**config.mk**
```make
export PLATFORM = sky130hd
export DESIGN_NAME = sar_guess_engine
export DESIGN_NICKNAME = d
export VERILOG_FILES = /design/src/rtl/sar_guess_pkg.sv /design/src/rtl/sar_guess_engine.sv
export SDC_FILE = /design/constraint.sdc
export NUM_CORES = 1
export LEC_CHECK = 0
export ABC_AREA = 1
export CAP_MARGIN = 15
export CELL_PAD_IN_SITES_DETAIL_PLACEMENT = 0
export CELL_PAD_IN_SITES_GLOBAL_PLACEMENT = 2
export CORE_MARGIN = 2
export CORE_UTILIZATION = 37
export CTS_BUF_LIST = sky130_fd_sc_hd__clkbuf_8
export CTS_CLUSTER_DIAMETER = 80
export DETAILED_ROUTE_END_ITERATION = 8
export GPL_TIMING_DRIVEN = 0
export HOLD_SLACK_MARGIN = 0.05
export PLACE_DENSITY = 0.92
export SLEW_MARGIN = 20
export SYNTH_ARGS = -nofsm -noshare
export SYNTH_HDL_FRONTEND = slang
export SYNTH_SLANG_ARGS = --single-unit
```
**constraint.sdc**
```tcl
create_clock -name clk -period 3.9 [get_ports clk]
set_clock_uncertainty 0.1 [all_clocks]
set_input_delay 0.78 -clock clk [delete_from_list [all_inputs] [get_ports clk]]
set_output_delay 0.78 -clock clk [all_outputs]
set_load 0.02 [all_outputs]
```
**src/rtl/sar_guess_pkg.sv**
```systemverilog
// sar_guess_pkg: shared states, verdict encodings and probe-counter sizing for the SAR guess engine
package sar_guess_pkg;
    typedef enum logic [1:0] {IDLE, GUESS, EVAL, DONE} state_t;
    localparam logic [2:0] V_G = 3'b100;
    localparam logic [2:0] V_E = 3'b010;
    localparam logic [2:0] V_L = 3'b001;
    function automatic int steps_w(input int width);
        return $clog2(width + 2);
    endfunction
endpackage

```
**src/rtl/sar_guess_engine.sv**
```systemverilog
// sar_guess_engine: binary-search driver that probes an external comparator until it reports equal
module sar_guess_engine
    import sar_guess_pkg::*;
#(
    parameter int WIDTH = 4,
    parameter int STEP_W = steps_w(WIDTH)
) (
    input  logic              clk,
    input  logic              rst_n,
    input  logic              start,
    input  logic              cmp_g,
    input  logic              cmp_e,
    input  logic              cmp_l,
    output logic [WIDTH-1:0]  guess,
    output logic              busy,
    output logic              done,
    output logic              found,
    output logic              err,
    output logic [WIDTH-1:0]  result,
    output logic [STEP_W-1:0] steps
);
    localparam logic [WIDTH-1:0] MAX = '1;
    localparam logic [WIDTH-1:0] ONE = WIDTH'(1);
    state_t state;
    logic [WIDTH-1:0] lo, hi, mid, gm1;
    logic [WIDTH:0] sum, gp1;
    logic [2:0] verdict;
    logic g_ok, l_ok;
    // one extra bit keeps lo+hi and guess+1 exact at the top of the range
    assign sum = {1'b0, lo} + {1'b0, hi};
    assign mid = WIDTH'(sum >> 1);
    assign gp1 = {1'b0, guess} + {1'b0, ONE};
    assign gm1 = guess - ONE;
    assign verdict = {cmp_g, cmp_e, cmp_l};
    assign g_ok = (guess != MAX) && (gp1 <= {1'b0, hi});
    assign l_ok = (guess != '0) && (gm1 >= lo);
    always_ff @(posedge clk or negedge rst_n) begin
        if (!rst_n) begin
            state  <= IDLE;
            guess  <= '0;
            busy   <= 1'b0;
            done   <= 1'b0;
            found  <= 1'b0;
            err    <= 1'b0;
            result <= '0;
            steps  <= '0;
            lo     <= '0;
            hi     <= '0;
        end else begin
            done <= 1'b0;
            case (state)
                IDLE: if (start) begin
                    lo     <= '0;
                    hi     <= MAX;
                    found  <= 1'b0;
                    err    <= 1'b0;
                    result <= '0;
                    steps  <= '0;
                    busy   <= 1'b1;
                    state  <= GUESS;
                end
                GUESS: begin
                    guess <= mid;
                    state <= EVAL;
                end
                EVAL: begin
                    steps <= steps + STEP_W'(1);
                    if (verdict == V_G && g_ok) begin
                        lo    <= gp1[WIDTH-1:0];
                        state <= GUESS;
                    end else if (verdict == V_L && l_ok) begin
                        hi    <= gm1;
                        state <= GUESS;
                    end else begin
                        found  <= verdict == V_E;
                        err    <= verdict != V_E;
                        result <= (verdict == V_E) ? guess : '0;
                        done   <= 1'b1;
                        busy   <= 1'b0;
                        state  <= DONE;
                    end
                end
                DONE: state <= IDLE;
                default: state <= IDLE;
            endcase
        end
    end
endmodule

```
[Yosys cells after proc, flatten, opt, wreduce, memory -nomap -nowiden]
Index checks and enable logic that the tools add are counted.
Storage, ports and cells
  memories: 0
  input bits: 6
  word-level logic and storage cells: 71
  memory bits (read-only): 0
  bits in latches: 0
  memory bits (writable): 0
  output and inout port bits: 15
  flip-flop bits (word level): 25
Cells by class
  add/sub/neg operators: 4
  mux-type cells: 31
  div/mod/pow operators: 0
  equal/unequal tests: 13
  multipliers: 0
  shift-type cells: 0
  reduce and logical (&&, ||, !) cells: 11
  bitwise logic cells: 0
  $lt $le $gt $ge: 2
Operator list (count)
  $mux W4: 8
  $pmux W4 S2: 3
  $mux W1: 11
  $ne A2 B2 Y1 const B: 5
  $pmux W2 S4: 1
  $reduce_and A4 Y1: 2
  $mux W2: 3
  $pmux W1 S2: 3
  $pmux W3 S2: 1
  $add A4 B1 Y5 const B: 1
  $add A4 B4 Y5: 1
  $le A5 B4 Y1: 1
  $eq A2 B2 Y1 const B: 2
  $ge A4 B4 Y1: 1
  $logic_and A1 B1 Y1: 4
  $ne A4 B4 Y1 const B: 1
  $reduce_bool A4 Y1: 1
  $sub A4 B1 Y4 const B: 1
  $add A3 B1 Y3 const B: 1
  $eq A3 B1 Y1 const B: 1
  $eq A3 B2 Y1 const B: 1
  $eq A3 B3 Y1 const B: 1
  $mux W3: 1
  $ne A3 B2 Y1 const B: 1
  5 further kinds: 5

[Longest topological paths before layout]
  depth in word-level cells: 7
  gate-level depth with buffers: 14
  mapped depth without buffers: 13

[Worst setup path after synthesis]
Ideal clock, no wire load.
  kind: register to register
  start point: reg guess[0]
  end point: reg busy
  cell stages (with the launch flop): 13
  setup slack: 1663 ps
  buffers on the path: 0
  arrival time: 2017 ps
  path through: dfrtp_1 inv_1 ha_1 xor2_1 ha_1 nand2_1 inv_1 nand2_1 nand3_1 nand3_4 nand3_4 nand2_1 nand2_1
Between the ends
  longest elaborated chain between the ends: 6
  elaborated cells between the ends (all ways): 13
  those cells by class: add/sub (2); order compare (2); eq/ne (3); reduce/logical (6)
Ends and longest elaborated chain
  start, declared: line sar_guess_engine.sv:14  | output logic [WIDTH-1:0] guess,
  start signal, assigned: line sar_guess_engine.sv:63  | guess <= mid;
  $add A4 B1 Y5 or $sub A4 B1 Y4 (tied branches): line sar_guess_engine.sv:32, sar_guess_engine.sv:33
  $le A5 B4 Y1 or $ge A4 B4 Y1 (tied branches): line sar_guess_engine.sv:35, sar_guess_engine.sv:36
  $logic_and A1 B1 Y1, on equally long branches: line sar_guess_engine.sv:35, sar_guess_engine.sv:36
  $logic_and A1 B1 Y1, on equally long branches: line sar_guess_engine.sv:68, sar_guess_engine.sv:71
  $ne A2 B2 Y1 (no source line)
  $reduce_and A4 Y1 (no source line) (*)
  end signal, assigned: line sar_guess_engine.sv:41  | busy <= 1'b0;
  end signal, assigned: line sar_guess_engine.sv:59  | busy <= 1'b1;
  end signal, assigned: line sar_guess_engine.sv:79  | busy <= 1'b0;
  end, declared: line sar_guess_engine.sv:15  | output logic busy,
Mark *: on every way between the ends. The rest lies on a longest branch, timed or not.
A chain may end at the register's enable or synchronous reset.

[Final worst setup path]
  start point: reg guess[0]
  end point: reg result[2]
Between the ends
  longest elaborated chain between the ends: 6
  elaborated cells between the ends (all ways): 13
  those cells by class: add/sub (2); order compare (2); eq/ne (3); reduce/logical (6)
Ends and longest elaborated chain
  $add A4 B1 Y5 or $sub A4 B1 Y4 (tied branches): line sar_guess_engine.sv:32, sar_guess_engine.sv:33
  $le A5 B4 Y1 or $ge A4 B4 Y1 (tied branches): line sar_guess_engine.sv:35, sar_guess_engine.sv:36
  $logic_and A1 B1 Y1, on equally long branches: line sar_guess_engine.sv:35, sar_guess_engine.sv:36
  $logic_and A1 B1 Y1, on equally long branches: line sar_guess_engine.sv:68, sar_guess_engine.sv:71
  $ne A2 B2 Y1 (no source line)
  $reduce_and A4 Y1 (no source line) (*)
  end signal, assigned: line sar_guess_engine.sv:77  | result <= (verdict == V_E) ? guess : '0;
  end, declared: line sar_guess_engine.sv:19  | output logic [WIDTH-1:0] result,
Marks and branches as above.

==> summary.txt <==
Route
  • Vias per inst: 4.73
  • Wirelength per Cell: around 13 um
  • Drt total wl: around 3.3 mm
  • Final ANT Viol Nets: 0
  • Met3 WL post-DR: roughly 120 um
  • Drt pass-1 iters: 4
  • Routed via count: around 1,200
  • DR iter-0 viols: 45
  • DR top layer: met4
  • WL met1: 1.60 mm
  • DRC: 0
  • Routed length on met2: 1.56 mm

Clock tree
  • TritonCTS clock tree: built
  • Clk Latency, worst-skew pair: between 200 and 300 ps
  • Max Root-Sink Buffers: 2
  • CTS sink cnt: 25
  • Htree depth: 1
  • Worst-path clk slew: 80 ps
  • Cts bufs inserted: 3
  • Root Driver: clkbuf_8
  • Resize count post-CTS: 0
  • Post-CTS Hold Fix Bufs: 0
  • Setup Buffers After CTS: 0

Critical path
  • CP Cell Sequence: inv_1 -> ha_1 -> xor2_1 -> ha_1 -> nand2_1 -> inv_1 -> nand2_1 -> nand3_1 -> nand3_4 -> nand3_4 -> nand2_1 -> nand2_1
  • CP startpoint kind: register
  • Setup CP Type: register to register
  • CP Buf/Inv Count: 2
  • Worst setup EP type: register
  • Slowest stage delay, CP: 610 ps
  • Critical-path top delay cell: dfrtp_1
  • Critical Path RT: 3960 ps
  • CP arrival: roughly 2600 ps
  • Worst Reg-to-Reg Cells: 12
  • Stages on worst setup path: 12
  • Top delay family on crit path: simple AND/OR/NAND/NOR gates
  • Crit path max fanout: 9
  • Worst r2r src: guess[0]
  • Worst reg2reg setup slack: 1330 ps
  • Worst Setup SP: guess[0]
  • Critical path's most frequent cell: nand2_1
  • CP endpoint: result[2]
  • Reg2reg end: result[2]

Power and ir drop
  • Maximum vdd drop: a little under 0.3 mV
  • Leak: 0.000966 uW
  • PD cells: ~870 nW/um^2

STA
  • Setup TNS: 0 ps
  • Final min period: around 2600 ps
  • Final Max Tran Viols: 0
  • Slew HR: about three fifths
  • Final setup violation count: 0
  • Endpoints failing hold: 0
  • Maximum clock frequency: 0.389 GHz
  • Crit share post-route: 65.9%
  • Hold_ws: 376 ps
  • Slew @ Worst Pin: ~580 ps
  • RSZ-0062 raised after global routing: false

Floorplanning
  • Core ar.: between 4000 and 5000 um^2
  • Die width: approximately 69 um
  • Die H: around 69 um
  • Initial core utilization: between 30% and 40%
  • Num rows: 23
  • # IOs: 21
  • DIE AREA: between 4000 and 5000 um^2

Finish
  • Nets@finish: 227
  • Commonest non-fill, non-tap cells in the layout: 46 x nand2_1, 27 x inv_1, 25 x dfrtp_1
  • FF+latch area: between 600 and 700 um^2
  • Commonest non-fill, non-tap cell in the layout: nand2_1
  • Diode count: 0
  • Layout cells sized above 1: 13.2%
  • Area of the multi-input gates: about 800 um^2
  • Area grow syn2layout: 19.5%
  • Fill count: approximately 400

Synthesis
  • Share of the yosys chip area belonging to registers: 40.2%
  • Area contributors post-synth: dfrtp_1 40%, ha_1 11%, nand2_1 11%
  • Cells after Synth: around 180
  • Ys Warns: 0
  • Post-Syn Area: about 1600 um^2
  • Biggest area consumer among synthesized cells: dfrtp_1
  • Syn Nets: ~200
  • Synth top area share: ~40%
  • Synth Register Bits: 25
  • Ys async rst share: 100%
  • Synth unique cells: 23
  • Dominant synthesized flop cell: dfrtp_1
  • Syn avg cell area: approximately 8.6 um^2
  • Post-synth EDFFs: 0

Global route
  • First-pass GRT wire length: 5.52 mm
  • Antenna violations before repair: 0
  • All-layer global routing usage: 15.9%
  • Vias in the first global route: around 1,200
  • Total congestion overflow: 0
  • Pin count of the biggest net entering global routing: 26

Placement
  • # port buffers: 20
  • Gp weighted congestion: ~0.82
  • HPWL after DPL: between 2 and 3 mm

Hold path
  • Worst hold path class: register to register

Run status
  • Status: completed

Flow run
  • Max-Cap Viols: 0
## cells by family after synthesis
kind of cell | share of synthesized area (%)
and+or+nand+nor | 28.9
buffers and inverters | 8.44
DFF | 40.2
AOI/OAI and AO/OA | 6.51
adders and majority gates | 12.5
xor gates and xnor gates | 3.38
## metrics by stage
| stage | std cells | cell area, um^2 | total power [uW] | worst slack, ps | utilization (%) |
|---|---|---|---|---|---|
| 2_1_floorplan | 181 | 1560 | 1170 | 1660 | - |
| 3_3_place_gp | 251 | 1820 | 1460 | 1360 | 45.2 |
| 3_5_place_dp | 251 | 1810 | 1480 | 1340 | 45.0 |
| 4_1_cts | 255 | 1860 | 1640 | 1320 | 46.1 |
| 5_1_grt | 255 | 1860 | 1800 | 1150 | 46.1 |
| 6_report | 255 | 1860 | 1620 | 1330 | 46.1 |
## sequential cells by signal, indices dropped and copies added (netlist names)
register / flops
guess: 4
hi: 4
lo: 4
result: 4
steps: 3
state: 2
busy: 1
done: 1
err: 1
found: 1
## tightest hold or removal path: cells and delay by family (launching register included)
kind,cells,cell delay (ps)
DFF,1,350
and+or+nand+nor,2,100
## worst min path at each step
stage	startpoint	endpoint	slack [ps]	cells after the start
after floorplan	lo[0]	lo[0]	370	2
after global placement	result[0]	result[0]	350	2
after detailed placement	result[3]	result[3]	360	2
after CTS	result[3]	result[3]	380	2
after global routing	result[3]	result[3]	400	2
final	result[3]	result[3]	380	2
## routing by layer
| layer | up-vias | GRT usage, % |
|---|---|---|
| li1 | 621 | - |
| met1 | 552 | 21.2 |
| met2 | 27 | 25.1 |
| met3 | 6 | 4.22 |
| met4 | 0 | 4.90 |
| met5 | - | 0 |
## power by group
group	total, uW	switching (uW)	internal, uW
registers	458	102	356
logic	1020	614	404
clock network	147	76.2	70.3
## cell type report
cell class                 count  area share [%]
tap                           50            3.36
clock buffer                   3            2.22
inverter                      29            5.85
multi-input combinational    125            43.0
sequential                    25            33.6
clock inverter                 1           0.202
timing repair buffer          20            10.5
buffer                         2            1.21
## Yosys cell counts (2+ instances only)
master,number
nor2_2,2
buf_6,2
nand2_2,5
xor2_1,5
nand3_4,2
dfrtp_1,25
ha_1,14
nand3_2,2
inv_1,26
nand2_4,3
nor2_1,9
a21oi_1,10
o21ai_0,6
nor2_4,2
inv_2,3
nand4_1,2
nand2_1,46
nand3_1,12
Power figures use the tool's default switching activity.
